## config.mk

```make
export PLATFORM = sky130hd
export DESIGN_NAME = score_keeper_flat
export DESIGN_NICKNAME = d
export VERILOG_FILES = /design/src/rtl/score_keeper_if.sv /design/src/rtl/score_keeper.sv /design/src/flat_wrapper.sv
export SDC_FILE = /design/constraint.sdc
export NUM_CORES = 1
export LEC_CHECK = 0
export ABC_AREA = 0
export ABC_CLOCK_PERIOD_IN_PS = 7080
export BUFFER_PORTS_ARGS = -buffer_cell sky130_fd_sc_hd__buf_2
export CORE_ASPECT_RATIO = 1.75
export CORE_MARGIN = 2
export CORE_UTILIZATION = 54
export CTS_CLUSTER_DIAMETER = 200
export CTS_CLUSTER_SIZE = 28
export DETAILED_ROUTE_END_ITERATION = 10
export PLACE_DENSITY = 0.9
export SKIP_CTS_REPAIR_TIMING = 1
export SLEW_MARGIN = 20
export SYNTH_ARGS = -nofsm -noshare
export SYNTH_HDL_FRONTEND = slang
export SYNTH_SLANG_ARGS = --single-unit
export TNS_END_PERCENT = 100
```

## constraint.sdc

```tcl
create_clock -name frame_clk -period 7.08 [get_ports frame_clk]
set_input_delay 0.708 -clock frame_clk [delete_from_list [all_inputs] [get_ports frame_clk]]
set_output_delay 0.708 -clock frame_clk [all_outputs]
set_load 0.02 [all_outputs]
```

## src/rtl/score_keeper_if.sv

```systemverilog
// Signal bundle between the maze game core and the score keeper.
// The game core drives pellet activity and start; the score keeper returns score state.
interface score_keeper_if #(
    parameter int NUM_FOOD = 64
);
    logic                start;
    logic [NUM_FOOD-1:0] points;
    logic [NUM_FOOD-1:0] food_on;
    logic [23:0]         score_bcd;
    logic [23:0]         high_score_bcd;
    logic [3:0]          level;
    logic                level_clear;
    logic                busy;

    modport master (
        output start, points, food_on,
        input  score_bcd, high_score_bcd, level, level_clear, busy
    );

    modport slave (
        input  start, points, food_on,
        output score_bcd, high_score_bcd, level, level_clear, busy
    );
endinterface

```

## src/rtl/score_keeper.sv

```systemverilog
// Pellet credit accumulator with BCD score, high score and level tracking.
// Eaten pellets queue as pending credits that are applied one per cycle.
module score_keeper #(
    parameter int NUM_FOOD     = 64,
    parameter int PELLET_VALUE = 10
) (
    input  logic           frame_clk,
    input  logic           Reset,
    score_keeper_if.slave  bus
);

    typedef enum logic [1:0] {
        ST_IDLE    = 2'd0,
        ST_PLAY    = 2'd1,
        ST_CLEARED = 2'd2
    } state_t;

    localparam logic [3:0]  PV_ONES   = 4'(PELLET_VALUE % 10);
    localparam logic [3:0]  PV_TENS   = 4'(PELLET_VALUE / 10);
    localparam logic [23:0] PV_BCD    = {16'h0000, PV_TENS, PV_ONES};
    localparam logic [23:0] SCORE_MAX = 24'h999999;
    localparam logic [8:0]  PEND_MAX  = 9'h1FF;

    function automatic logic [8:0] popcount(input logic [NUM_FOOD-1:0] v);
        logic [8:0] c;
        c = 9'd0;
        for (int i = 0; i < NUM_FOOD; i++) begin
            c = c + {8'd0, v[i]};
        end
        return c;
    endfunction

    // Six-digit BCD addition; bit 24 is the carry out of the top digit.
    function automatic logic [24:0] bcd_add(input logic [23:0] a, input logic [23:0] b);
        logic [24:0] r;
        logic [4:0]  d;
        logic        carry;
        r     = 25'd0;
        carry = 1'b0;
        for (int i = 0; i < 6; i++) begin
            d = {1'b0, a[i*4 +: 4]} + {1'b0, b[i*4 +: 4]} + {4'd0, carry};
            if (d > 5'd9) begin
                d     = d + 5'd6;
                carry = 1'b1;
            end else begin
                carry = 1'b0;
            end
            r[i*4 +: 4] = d[3:0];
        end
        r[24] = carry;
        return r;
    endfunction

    function automatic logic bcd_gt(input logic [23:0] a, input logic [23:0] b);
        logic gt;
        logic decided;
        gt      = 1'b0;
        decided = 1'b0;
        for (int i = 5; i >= 0; i--) begin
            gt      = decided ? gt : (a[i*4 +: 4] > b[i*4 +: 4]);
            decided = decided | (a[i*4 +: 4] != b[i*4 +: 4]);
        end
        return gt;
    endfunction

    state_t      state_r, state_nxt_s;
    logic [8:0]  pending_r, pending_nxt_s;
    logic [23:0] score_r, score_nxt_s;
    logic [23:0] high_r;
    logic [3:0]  level_r, level_nxt_s;
    logic        level_clear_r, level_clear_nxt_s;

    logic [8:0]  pellet_cnt_s;
    logic [9:0]  pending_sum_s;
    logic [24:0] score_add_s;
    logic [23:0] score_inc_s;
    logic        food_empty_s;
    logic        pending_any_s;

    // Datapath helpers shared by the next-state logic.
    always_comb begin
        pellet_cnt_s  = popcount(bus.points);
        pending_any_s = (pending_r != 9'd0);
        food_empty_s  = (bus.food_on == {NUM_FOOD{1'b0}});
        pending_sum_s = {1'b0, pending_r} + {1'b0, pellet_cnt_s} - {9'd0, pending_any_s};
        score_add_s   = bcd_add(score_r, PV_BCD);
        score_inc_s   = score_add_s[24] ? SCORE_MAX : score_add_s[23:0];
    end

    // Next-state and next-value logic for the game FSM.
    always_comb begin
        state_nxt_s       = state_r;
        pending_nxt_s     = pending_r;
        score_nxt_s       = score_r;
        level_nxt_s       = level_r;
        level_clear_nxt_s = 1'b0;
        case (state_r)
            ST_IDLE: begin
                if (bus.start) begin
                    state_nxt_s   = ST_PLAY;
                    score_nxt_s   = 24'h000000;
                    level_nxt_s   = 4'd1;
                    pending_nxt_s = 9'd0;
                end else begin
                    state_nxt_s = ST_IDLE;
                end
            end
            ST_PLAY: begin
                pending_nxt_s = (pending_sum_s > {1'b0, PEND_MAX}) ? PEND_MAX : pending_sum_s[8:0];
                if (pending_any_s && (score_r != SCORE_MAX)) begin
                    score_nxt_s = score_inc_s;
                end else begin
                    score_nxt_s = score_r;
                end
                // Pellets eaten in the emptying cycle must be credited before clearing.
                if (food_empty_s && !pending_any_s && (pellet_cnt_s == 9'd0)) begin
                    state_nxt_s       = ST_CLEARED;
                    level_clear_nxt_s = 1'b1;
                end else begin
                    state_nxt_s = ST_PLAY;
                end
            end
            ST_CLEARED: begin
                if (bus.start) begin
                    state_nxt_s   = ST_PLAY;
                    level_nxt_s   = (level_r == 4'd15) ? 4'd1 : (level_r + 4'd1);
                    pending_nxt_s = 9'd0;
                end else begin
                    state_nxt_s = ST_CLEARED;
                end
            end
            default: begin
                state_nxt_s = ST_IDLE;
            end
        endcase
    end

    // Game state registers.
    always_ff @(posedge frame_clk or negedge Reset) begin
        if (!Reset) begin
            state_r       <= ST_IDLE;
            pending_r     <= 9'd0;
            score_r       <= 24'h000000;
            level_r       <= 4'd0;
            level_clear_r <= 1'b0;
        end else begin
            state_r       <= state_nxt_s;
            pending_r     <= pending_nxt_s;
            score_r       <= score_nxt_s;
            level_r       <= level_nxt_s;
            level_clear_r <= level_clear_nxt_s;
        end
    end

    // High score follows the score one cycle after it is overtaken.
    always_ff @(posedge frame_clk or negedge Reset) begin
        if (!Reset) begin
            high_r <= 24'h000000;
        end else if (bcd_gt(score_r, high_r)) begin
            high_r <= score_r;
        end else begin
            high_r <= high_r;
        end
    end

    assign bus.score_bcd      = score_r;
    assign bus.high_score_bcd = high_r;
    assign bus.level          = level_r;
    assign bus.level_clear    = level_clear_r;
    assign bus.busy           = (pending_r != 9'd0);

endmodule

```

## src/flat_wrapper.sv

```systemverilog
// flat-port wrapper written by rule: the top's interface ports become plain ports
module score_keeper_flat 
#(
    parameter int NUM_FOOD     = 64,
    parameter int PELLET_VALUE = 10
)
  (frame_clk, Reset, bus_start, bus_points, bus_food_on, bus_score_bcd, bus_high_score_bcd, bus_level, bus_level_clear, bus_busy);
  score_keeper_if #(.NUM_FOOD(NUM_FOOD)) bus_i ();
  input  logic frame_clk;
  input  logic Reset;
  input wire logic [$bits(bus_i.start)-1:0] bus_start;
  input wire logic [$bits(bus_i.points)-1:0] bus_points;
  input wire logic [$bits(bus_i.food_on)-1:0] bus_food_on;
  output wire logic [$bits(bus_i.score_bcd)-1:0] bus_score_bcd;
  output wire logic [$bits(bus_i.high_score_bcd)-1:0] bus_high_score_bcd;
  output wire logic [$bits(bus_i.level)-1:0] bus_level;
  output wire logic [$bits(bus_i.level_clear)-1:0] bus_level_clear;
  output wire logic [$bits(bus_i.busy)-1:0] bus_busy;
  assign bus_i.start = bus_start;
  assign bus_i.points = bus_points;
  assign bus_i.food_on = bus_food_on;
  assign bus_score_bcd = bus_i.score_bcd;
  assign bus_high_score_bcd = bus_i.high_score_bcd;
  assign bus_level = bus_i.level;
  assign bus_level_clear = bus_i.level_clear;
  assign bus_busy = bus_i.busy;
  score_keeper #(.NUM_FOOD(NUM_FOOD), .PELLET_VALUE(PELLET_VALUE)) u_core (.frame_clk(frame_clk), .Reset(Reset), .bus(bus_i));
endmodule
```

==> results of run 1 <==
==> cell usage after synthesis, types with 13 or more instances <==
master | instances | area [um2]
sky130_fd_sc_hd__inv_1 | 137 | 514
sky130_fd_sc_hd__ha_1 | 72 | 901
sky130_fd_sc_hd__dfrtp_1 | 64 | 1600
sky130_fd_sc_hd__fa_1 | 55 | 1100
sky130_fd_sc_hd__nand2_1 | 36 | 135
sky130_fd_sc_hd__o21ai_0 | 32 | 160
sky130_fd_sc_hd__a21oi_1 | 28 | 140
sky130_fd_sc_hd__nor2_1 | 28 | 105
sky130_fd_sc_hd__mux2_2 | 22 | 248
sky130_fd_sc_hd__nor4_1 | 18 | 113
sky130_fd_sc_hd__a31oi_1 | 16 | 100
sky130_fd_sc_hd__nand2b_1 | 14 | 87.6
sky130_fd_sc_hd__nor2b_1 | 13 | 81.3
==> state kept, by name, indices dropped and copies added, names as in the netlist <==
signal,count
u_core.state_r,2
u_core.bus.level_clear,1
u_core.pending_r,9
u_core.bus.level,4
u_core.bus.high_score_bcd,24
u_core.bus.score_bcd,24
==> cell type report <==
type	count	area share
clock buffers	11	0.0298
clock inverters	5	0.00691
repair buffers	217	0.146
inverters	137	0.0631
multi-input cells	459	0.536
diodes	1	0.000307
well taps	135	0.0207
flip-flops and latches	64	0.196
==> kinds of logic after synthesis <==
| kind of cell | share of synthesized area |
|---|---|
| AOI/OAI and AO/OA | 0.116 |
| and+or+nand+nor | 0.142 |
| muxes | 0.0564 |
| xor gates and xnor gates | 0.0235 |
| adders and majority gates | 0.315 |
| DFF | 0.252 |
| buffers and inverters | 0.0948 |
==> how the worst max path moves through the flow <==
stage / end / slack [ns] / startpoint / cells past startpoint
finish: u_core.pending_r[7] / -0.80 / bus_points[0] / 28
global route: u_core.pending_r[4] / -1.04 / bus_points[1] / 28
CTS: u_core.pending_r[4] / -0.83 / bus_points[0] / 27
detailed placement: u_core.pending_r[4] / -1.19 / bus_points[0] / 27
global placement: u_core.pending_r[3] / -0.97 / bus_points[1] / 29
floorplan: u_core.pending_r[2] / -0.64 / bus_points[1] / 28
==> per-stage QoR <==
step	area, um2	TNS [ns]
floorplan	6420	-5.67
global placement	7670	-9.49
detailed placement	7670	-11.67
CTS	7970	-7.46
global route	8150	-9.88
finish	8150	-6.94
==> metal layers <==
layer | up-vias | global-route usage | share of wire
li1 | 2715 | - | -
met1 | 2880 | 0.245 | 0.30
met2 | 253 | 0.549 | 0.58
met3 | 95 | 0.0408 | 0.055
met4 | 0 | 0.160 | 0.062
met5 | - | 0 | 0
==> results.md, run 1 <==
- Data arrives at the worst endpoint at ~8.1 ns.
- For this run, the total global-route usage over all layers was measured as 0.274.
- The launching element type of the critical path is a primary input.
- The standard cell core area is 11500 um2.
- At the end of routability-driven placement, the weighted congestion stood at ~0.84.
- For the final database, setup skew stands at approximately 0.0099 ns.
- The run finished, with violations left.
- In this design, the largest share of critical-path delay is due to adder cells.
- Of all nets on the critical path, the largest fanout is 4.
- The number of nets in the final layout is approximately 1100.
- Excluding fillers, the count of instances in the completed layout stands at 1029.
- Clock tree synthesis inserted a total of 9 buffers.
- For this configuration, the core starts out at a cell density of 0.551.
- The die is roughly 86 um wide.
- The count of cells along the worst register-to-register path is 31.
- The slowest stage of the critical path is the sky130_fd_sc_hd__fa_1 cell.
- During I/O placement, the number of pins put on the boundary was 185.
- The final count of hold timing violations is 0.
- In the synthesized netlist the dominant register cell turns out to be sky130_fd_sc_hd__dfrtp_1.
- In this run the vertical extent of the chip is around 150 um.
- The worst pin sits at a relative slew slack of 0.450.
- Summed over all nets, the half-perimeter wirelength after detailed placement is about 14000 um.
- The number of nets in the synthesized netlist is ~940.
- The mean number of vias per cell is roughly 5.8.
- Entering global routing, the biggest net connects 65 pins.
- The overall via count from detail_route is 5943.
- The post-synth design cell area is 6350 um2.
- The number of max-capacitance violations reported is 0.
- The initial antenna violation count came to 2.
- The worst register-to-register path begins at u_core.bus.score_bcd[2].
- Setup violations remaining at the end of the flow were counted as 10.
- The post-layout worst setup margin is -0.795 ns.
- The post-synthesis cell type count is a little under 50.
- The number of global-route vias before repair came to roughly 6200.
- The average size of a mapped cell is 9.36 um2.
- Setup repair after global routing could not meet its margin everywhere.
- The top cell types in the final layout, fill and taps aside, are 182 x sky130_fd_sc_hd__buf_2, 132 x sky130_fd_sc_hd__inv_1, 67 x sky130_fd_sc_hd__ha_1.
- The die covers about 13000 um2.
- Summed over all layers, the routed wires come to around 18000 um.
- The worst path buffer plus inverter count is 7.
- The largest single stage delay on the critical path is 0.59 ns.
- The final core area utilization is 0.708.
- On the final layout, the worst hold slack is around 0.53 ns.
- The most repeated library cell on the critical path is sky130_fd_sc_hd__fa_1.
- The site row count is 52.
- Counting along the longest clock path gives a buffer depth of 2.
- The critical path in this run is classified as primary input to flip-flop.
- Including well taps, the total number of placed cells is 1010.
- The final clock period utilization by the worst path is 1.11.
- The worst slack at placement is -1.19 ns.
- Counting I/O delays and the setup requirement, the final critical path takes 7.88 ns.
- Leaving out fill and tap cells, the most frequent cell in the layout is sky130_fd_sc_hd__buf_2.
- The clock latency at the later pin of the worst-skew pair is around 0.35 ns.
- The reg-to-reg setup timing slack is 0.23 ns.
- For the pin with the worst max-slew slack, the measured transition is approximately 0.83 ns.
- The CTS H-tree depth is 3.
- The share of the yosys chip area belonging to registers is 0.252.
- Counting every sink on the clock net gives 64.
- During placement, the flow inserted port buffers numbering 184.
- The routed wire length per instance is between 15 and 20 um.
- The worst hold path class is primary input to asynchronous set/reset pin.
- Fill cells in the final layout number slightly below 800.
- In this run the remaining antenna-violating nets after routing total 0.
- The number of slew-limit violations in the final report is 0.
- The checks that failed: setup timing.
- Global routing finished with a remaining overflow of 0.
- The detailed-router iteration count before antenna repair is 5.
- The data required time of the critical path is 7.29 ns.
- The clock-pin transition on the worst setup and hold timing paths is approximately 0.060 ns.
- In the final layout, flip-flops and latches occupy approximately 1600 um2.
- Yosys printed 0 warnings.
- The number of enable-type register cells in the synthesized netlist is 0.
- Counting every instance in the synthesized netlist gives about 680.
- For this run, design rule violations remaining after detail routing come to 0.
- The fraction of final layout cells sized beyond drive strength 1 is 0.329.
- Counting flops and latches in the post-synthesis netlist gives 64.
- The critical path capture point type is a flip-flop.
- In the final layout, the multi-input gates occupy 4370 um2.
- The endpoint of the most critical register-to-register path is u_core.bus.score_bcd[6].
- Compared with the post-synthesis result, the final layout area differs by 28.5%.
- TritonCTS built the clock tree.
- Of all flip-flops after synthesis, the portion carrying an async set or reset was 1.00.
- The number of DRC markers after the initial detailed-route iteration is between 300 and 400.
- The root cell of the clock tree is sky130_fd_sc_hd__clkbuf_16.
- The wire length of the first global-routing pass is around 27000 um.
- The upper clock frequency limit is 127 MHz.
Power of run 1 is left out: the tool's default activity adds up to more than one toggle a clock period on the data nets, which glitch-free logic cannot reach.
==> run 2: changes to the inputs <==
--- a/config.mk
+++ b/config.mk
@@ -6,15 +6,15 @@
 export NUM_CORES = 1
 export LEC_CHECK = 0
 export ABC_AREA = 0
-export ABC_CLOCK_PERIOD_IN_PS = 7080
+export ABC_CLOCK_PERIOD_IN_PS = 6300
 export BUFFER_PORTS_ARGS = -buffer_cell sky130_fd_sc_hd__buf_2
 export CORE_ASPECT_RATIO = 1.75
 export CORE_MARGIN = 2
-export CORE_UTILIZATION = 54
+export CORE_UTILIZATION = 48
 export CTS_CLUSTER_DIAMETER = 200
 export CTS_CLUSTER_SIZE = 28
 export DETAILED_ROUTE_END_ITERATION = 10
-export PLACE_DENSITY = 0.9
+export PLACE_DENSITY = 0.85
 export SKIP_CTS_REPAIR_TIMING = 1
 export SLEW_MARGIN = 20
 export SYNTH_ARGS = -nofsm -noshare
==> constraint.sdc (replaced) <==
create_clock -name frame_clk -period 6.3 [get_ports frame_clk]
set_input_delay 0.63 -clock frame_clk [delete_from_list [all_inputs] [get_ports frame_clk]]
set_output_delay 0.63 -clock frame_clk [all_outputs]
set_load 0.02 [all_outputs]
==> run 2 against run 1 <==
Effect of this change: non-clock buffer count grew 12; sequential share of layout area decreased by 0.24 points; via count shrank 0.81%; cell count up 4.6%; final area increased by 1.2%; critical path type unchanged; the run still ends with setup timing left; first-iteration DRC count decreased by 13%; critical endpoint unchanged; critical path depth rose by 1; routed wire length decreased by 4.3%; core utilization decreased by 7.0 points; die area grew 12%; clock skew decreased by 0.0040 ns.
==> results.md, run 2 (synthesized netlist as in run 1, its figures left out) <==
- The number of nets in the final layout is 1158 (was 1146).
- The normalized max-slew margin is 0.451 (was 0.450).
- The height of the chip came to 156 um (was 147 um).
- The minimum clock period is between 7 and 8 ns.
- The final count of hold timing violations is 0 (unchanged).
- The pin count of the biggest net entering global routing is 65 (unchanged).
- The clock-pin transition on the worst setup and hold timing paths was 0.06 ns (about the same).
- The startpoint of the worst setup timing path is bus_points[0] (unchanged).
- Leading cell types in the layout, fill and taps excluded: 182 x sky130_fd_sc_hd__buf_2, 132 x sky130_fd_sc_hd__inv_1, 65 x sky130_fd_sc_hd__ha_1 (was 182 x sky130_fd_sc_hd__buf_2, 132 x sky130_fd_sc_hd__inv_1, 67 x sky130_fd_sc_hd__ha_1).
- The library cell contributing the largest single delay on the critical path is sky130_fd_sc_hd__fa_2 (was sky130_fd_sc_hd__fa_1).
- The starting density of the core was 0.491 (was 0.551).
- The launching element type of the critical path is a primary input (unchanged).
- The overall via count from detail_route is 5895 (was 5943).
- Run status: finished with violations (unchanged).
- The number of clock sinks is 64 (unchanged).
- The detailed-router iteration count before antenna repair is 4 (was 5).
- The detailed-route wire length is 17200 um (was 17900 um).
- The number of non-filler instances in the completed layout was 1076 (was 1029).
- The final count of negative-setup-slack endpoints is 12 (was 10).
- The final weighted congestion in routability-driven placement came to 0.830 (was 0.838).
- The highest cell delay on the worst timing path is 0.56 ns (was 0.59 ns).
- Violated checks: setup timing (unchanged).
- The layout overhead on the synthesized area is 30.0% (was 28.5%).
- The gate family responsible for the most delay along the worst path is adder cells (unchanged).
- The total overflow reported by the global router is 0 (unchanged).
- The wire length of the first global-routing pass is 27100 um (was 27200 um).
- The routed wire length per instance is 16.0 um (was 17.4 um).
- The most frequent standard cell in the layout excluding fill and tap cells is sky130_fd_sc_hd__buf_2 (unchanged).
- The root cell of the clock tree is sky130_fd_sc_hd__clkbuf_16 (unchanged).
- Of the available clock period, the critical path in the final layout requires 1.25.
- The floorplan die area is 14200 um2 (was 12700 um2).
- The initial antenna violation count came to 0 (was 2).
- The number of diodes added for antenna fixing is 0 (was 1).
- The capturing element of the worst setup path is u_core.pending_r[7] (unchanged).
- The global-route usage over all layers is 0.239 (was 0.274).
- The kind of critical path is primary input to flip-flop (unchanged).
- The fraction of final layout cells sized beyond drive strength 1 is 0.337 (was 0.329).
- The number of DRC markers after the initial detailed-route iteration is 295 (was 341).
- The number of placed instances with taps included came to 1054 (was 1010).
- Setup repair after global routing missed its margin: true (unchanged).
- The standard cell core area is 12900 um2 (was 11500 um2).
- The clock latency at the later pin of the worst-skew pair came to 0.34 ns (was 0.35 ns).
- The count of unresolved DRC violations after routing is 0 (unchanged).
- The number of gates on the worst path with buffers counted came to 29 (was 28).
- The worst hold path class is primary input to asynchronous set/reset pin (unchanged).
- The number of antenna-violating nets in the routed design came to 0 (unchanged).
- The count of cells along the worst register-to-register path was 31 (unchanged).
- The number of global-route vias before repair is 6170 (was 6220).
- The number of max-capacitance violations reported came to 0 (unchanged).
- The number of slew-limit violations in the final report was 0 (unchanged).
- The reg-to-reg startpoint is u_core.bus.score_bcd[1] (was u_core.bus.score_bcd[2]).
- The critical-path maximum fanout came to 5 (was 4).
- The site row count is 55 (was 52).
- The mean number of vias per cell is 5.48 (was 5.78).
- The number of placed I/O pins is 185 (unchanged).
- The critical path capture point type is a flip-flop (unchanged).
- The data required time of the critical path is 6.51 ns (was 7.29 ns).
- The transition time of the tightest slew-check pin is 0.824 ns (was 0.825 ns).
- The total CTS buffers is 9 (unchanged).
- The sum of negative setup slack was -16.03 ns (was -6.94 ns).
- The floorplan die width was 90.9 um (was 85.9 um).
- The worst path buffer plus inverter count came to 7 (unchanged).
- The worst-case clock buffer depth was 2 (unchanged).
- The detailed placement HPWL is 13800 um (was 13600 um).
- The endpoint of the most critical register-to-register path was u_core.bus.score_bcd[22] (was u_core.bus.score_bcd[6]).
- The clock tree from TritonCTS is built (unchanged).
- The number of buffer cells added on primary ports is 184 (unchanged).
- The upper clock frequency limit is between 100 and 150 MHz.
- The CTS H-tree depth is 3 (unchanged).
- The most repeated library cell on the critical path is sky130_fd_sc_hd__fa_1 (unchanged).
- The post-route worst hold slack is 0.464 ns (was 0.526 ns).
- The post-route clock skew came to 0.00584 ns (was 0.00985 ns).
- The post-layout worst setup margin came to -1.57 ns (was -0.795 ns).
- The data arrival time of the critical path was 8.08 ns (was 8.09 ns).
- The reg-to-reg setup timing slack is 0.33 ns (was 0.23 ns).
[run 2: worst reg2reg max path: cells and delay by family, from the launching register on]
kind                       cells  cell delay (ns)
DFF                            1             0.39
buffers and inverters          3             0.28
muxes                          2             0.25
adders and majority gates     10             2.37
and+or+nand+nor                7             0.91
AOI/OAI and AO/OA              9             1.63
[run 2: per-stage QoR]
| step | utilization | setup slack [ns] | cell area, um2 |
|---|---|---|---|
| finish | 0.638 | -1.57 | 8250 |
| global route | 0.638 | -1.78 | 8250 |
| CTS | 0.624 | -1.62 | 8070 |
| detailed placement | 0.602 | -1.96 | 7780 |
| global placement | 0.602 | -1.71 | 7780 |
| floorplan | - | -1.34 | 6430 |
[run 2: worst min path at each step]
stage | cells past startpoint | from | slack (ns) | to
final | 2 | Reset | 0.46 | u_core.bus.high_score_bcd[8]
after global routing | 2 | Reset | 0.55 | u_core.bus.high_score_bcd[10]
after CTS | 2 | Reset | 0.50 | u_core.bus.high_score_bcd[10]
after detailed placement | 1 | u_core.bus.high_score_bcd[6] | 0.51 | u_core.bus.high_score_bcd[6]
after global placement | 1 | u_core.bus.high_score_bcd[13] | 0.51 | u_core.bus.high_score_bcd[13]
after floorplan | 0 | Reset | 0.33 | u_core.bus.high_score_bcd[0]
[run 2: layer usage]
layer	GRT usage	wire length, um
met5	0	0
met4	0.123	616
met3	0.0362	915
met2	0.501	10100
met1	0.209	5490
[run 2: final cells by class]
class	count	area (um2)
fillers	1060	4680
multi-input cells	459	4360
flip-flops and latches	64	1600
repair buffers	229	1270
inverters	137	514
clock buffers	10	229
well taps	171	214
clock inverters	6	60.1
Power of run 2 is left out for the same reason.
==> run 3: changes to the inputs <==
--- a/config.mk
+++ b/config.mk
@@ -14,7 +14,7 @@
 export CTS_CLUSTER_DIAMETER = 200
 export CTS_CLUSTER_SIZE = 28
 export DETAILED_ROUTE_END_ITERATION = 10
-export PLACE_DENSITY = 0.85
+export PLACE_DENSITY = 0.78
 export SKIP_CTS_REPAIR_TIMING = 1
 export SLEW_MARGIN = 20
 export SYNTH_ARGS = -nofsm -noshare
==> run 3 against run 2 <==
Effect of this change: the flow still finishes with violations (setup timing); die area unchanged; worst hold slack improved by 0.0033 ns; non-clock buffer count decreased by 2; register-to-register slack improved by 0.05 ns; first-iteration DRC count decreased by 23%; clock skew increased by 0.0012 ns; critical endpoint is now u_core.pending_r[2]; via count decreased by 3.0%; worst setup slack improved by 0.13 ns; fmax increased by 1.7%.
==> results.md, run 3 (synthesized netlist as in run 1, its figures left out) <==
- The post-route clock skew is 0.00699 ns (was 0.00584 ns).
- The count of unresolved DRC violations after routing is 0 (unchanged).
- The routed wire length per instance is 15.3 um (was 16.0 um).
- Setup repair after global routing missed its margin: true (unchanged).
- The number of buffer cells added on primary ports was 184 (unchanged).
- The detailed-router iteration count before antenna repair came to 7 (was 4).
- The most repeated library cell on the critical path is sky130_fd_sc_hd__fa_1 (unchanged).
- The critical-path maximum fanout is 5 (unchanged).
- The final weighted congestion in routability-driven placement is 0.904 (was 0.830).
- The floorplan die area is 14200 um2 (unchanged).
- The floorplan die width is 90.9 um (unchanged).
- The reg-to-reg startpoint is u_core.bus.score_bcd[2] (was u_core.bus.score_bcd[1]).
- The library cell contributing the largest single delay on the critical path is sky130_fd_sc_hd__fa_1 (was sky130_fd_sc_hd__fa_2).
- The data required time of the critical path came to 6.49 ns (was 6.51 ns).
- The upper clock frequency limit is 129 MHz (was 127 MHz).
- The endpoint of the most critical register-to-register path is u_core.bus.score_bcd[7] (was u_core.bus.score_bcd[22]).
- The final clock period utilization by the worst path is 1.23 (was 1.25).
- The mean number of vias per cell is 5.34 (was 5.48).
- The number of DRC markers after the initial detailed-route iteration is 228 (was 295).
- The highest cell delay on the worst timing path is 0.54 ns (was 0.56 ns).
- The height of the chip is 156 um (unchanged).
- The transition time of the tightest slew-check pin was 0.860 ns (was 0.824 ns).
- The total CTS buffers is 9 (unchanged).
- The global-route usage over all layers is 0.228 (was 0.239).
- The clock tree from TritonCTS is built (unchanged).
- The minimum clock period was 7.74 ns (was 7.87 ns).
- Violated checks: setup timing (unchanged).
- The root cell of the clock tree is sky130_fd_sc_hd__clkbuf_16 (unchanged).
- The number of slew-limit violations in the final report is 0 (unchanged).
- Run status: finished with violations (unchanged).
- The clock-pin transition on the worst setup and hold timing paths is 0.05 ns (was 0.06 ns).
- The worst-case clock buffer depth is 2 (unchanged).
- The final count of hold timing violations is 0 (unchanged).
- The number of max-capacitance violations reported was 0 (unchanged).
- The worst hold path class is primary input to asynchronous set/reset pin (unchanged).
- The number of placed I/O pins came to 185 (unchanged).
- The number of clock sinks is 64 (unchanged).
- The gate family responsible for the most delay along the worst path is adder cells (unchanged).
- The critical path capture point type is a flip-flop (unchanged).
- The detailed-route wire length is 16400 um (was 17200 um).
- The count of cells along the worst register-to-register path was 28 (was 31).
- The fraction of final layout cells sized beyond drive strength 1 is 0.328 (was 0.337).
- The initial antenna violation count is 0 (unchanged).
- The number of global-route vias before repair was 5830 (was 6170).
- The post-layout instance area is 8190 um2 (was 8250 um2).
- The pin count of the biggest net entering global routing is 65 (unchanged).
- Leading cell types in the layout, fill and taps excluded: 182 x sky130_fd_sc_hd__buf_2, 133 x sky130_fd_sc_hd__inv_1, 66 x sky130_fd_sc_hd__ha_1 (was 182 x sky130_fd_sc_hd__buf_2, 132 x sky130_fd_sc_hd__inv_1, 65 x sky130_fd_sc_hd__ha_1).
- The standard cell core area is 12900 um2 (unchanged).
- The reg-to-reg setup timing slack is 0.38 ns (was 0.33 ns).
- The data arrival time of the critical path was 7.93 ns (was 8.08 ns).
- The wire length of the first global-routing pass came to 26100 um (was 27100 um).
- The detailed placement HPWL is 13400 um (was 13800 um).
- The overall via count from detail_route is 5717 (was 5895).
- The site row count was 55 (unchanged).
- The kind of critical path is primary input to flip-flop (unchanged).
- The total overflow reported by the global router came to 0 (unchanged).
- The post-layout worst setup margin is -1.44 ns (was -1.57 ns).
- The starting density of the core is 0.491 (unchanged).
- The number of nets in the final layout is 1156 (was 1158).
- The normalized max-slew margin is 0.426 (was 0.451).
- The most frequent standard cell in the layout excluding fill and tap cells is sky130_fd_sc_hd__buf_2 (unchanged).
- The clock latency at the later pin of the worst-skew pair is 0.33 ns (was 0.34 ns).
- The launching element type of the critical path is a primary input (unchanged).
- The instance area after placement came to 7790 um2 (was 7780 um2).
- The number of antenna-violating nets in the routed design came to 0 (unchanged).
- The final count of negative-setup-slack endpoints is 12 (unchanged).
- The CTS H-tree depth is 3 (unchanged).
- The number of diodes added for antenna fixing is 0 (unchanged).
- The layout overhead on the synthesized area is 29.1% (was 30.0%).
- The worst path buffer plus inverter count came to 8 (was 7).
[run 3: layout make-up]
type	count	area, um2
clock buffer	12	256
clock inverter	1	5.00
fill	1124	4740
inverter	137	514
multi-input combinational	459	4350
sequential	64	1600
tap	171	214
timing repair buffer	227	1260
[run 3: per-layer routing]
layer | up-vias | routed length [um] | track usage | part of all wire
li1 | 2719 | - | - | -
met3 | 32 | 742 | 0.0329 | 0.045
met5 | - | 0 | 0 | 0
met4 | 0 | 479 | 0.0873 | 0.029
met2 | 192 | 9630 | 0.472 | 0.59
met1 | 2774 | 5520 | 0.219 | 0.34
[run 3: worst reg2reg max path, delay by kind of cell, from the launching register on]
| family | cells | cell delay, ns |
|---|---|---|
| simple gates | 5 | 0.73 |
| flops | 1 | 0.40 |
| buf+inv | 3 | 0.30 |
| fa+ha+maj | 10 | 2.47 |
| compound gates | 9 | 1.71 |
| mux | 1 | 0.17 |
[run 3: through the flow]
stage	setup WS, ns	cells	utilization	setup TNS [ns]	hold slack, ns
after global routing	-1.73	1071	0.633	-17.68	0.543
after CTS	-1.48	1068	0.622	-14.86	0.519
after detailed placement	-1.81	1055	0.602	-18.78	0.519
final	-1.44	1071	0.633	-14.15	0.468
after floorplan	-1.34	678	-	-12.88	0.334
after global placement	-1.64	1055	0.602	-17.28	0.511
[run 3: worst max path at each step]
stage / from / cells past startpoint / slack (ns) / end
after global routing: bus_points[1] / 31 / -1.73 / u_core.pending_r[2]
after detailed placement: bus_points[1] / 27 / -1.81 / u_core.pending_r[8]
final: bus_points[1] / 31 / -1.44 / u_core.pending_r[2]
after floorplan: bus_points[1] / 28 / -1.34 / u_core.pending_r[2]
after global placement: bus_points[1] / 29 / -1.64 / u_core.pending_r[2]
after CTS: bus_points[1] / 27 / -1.48 / u_core.pending_r[8]
Power of run 3 is left out for the same reason.
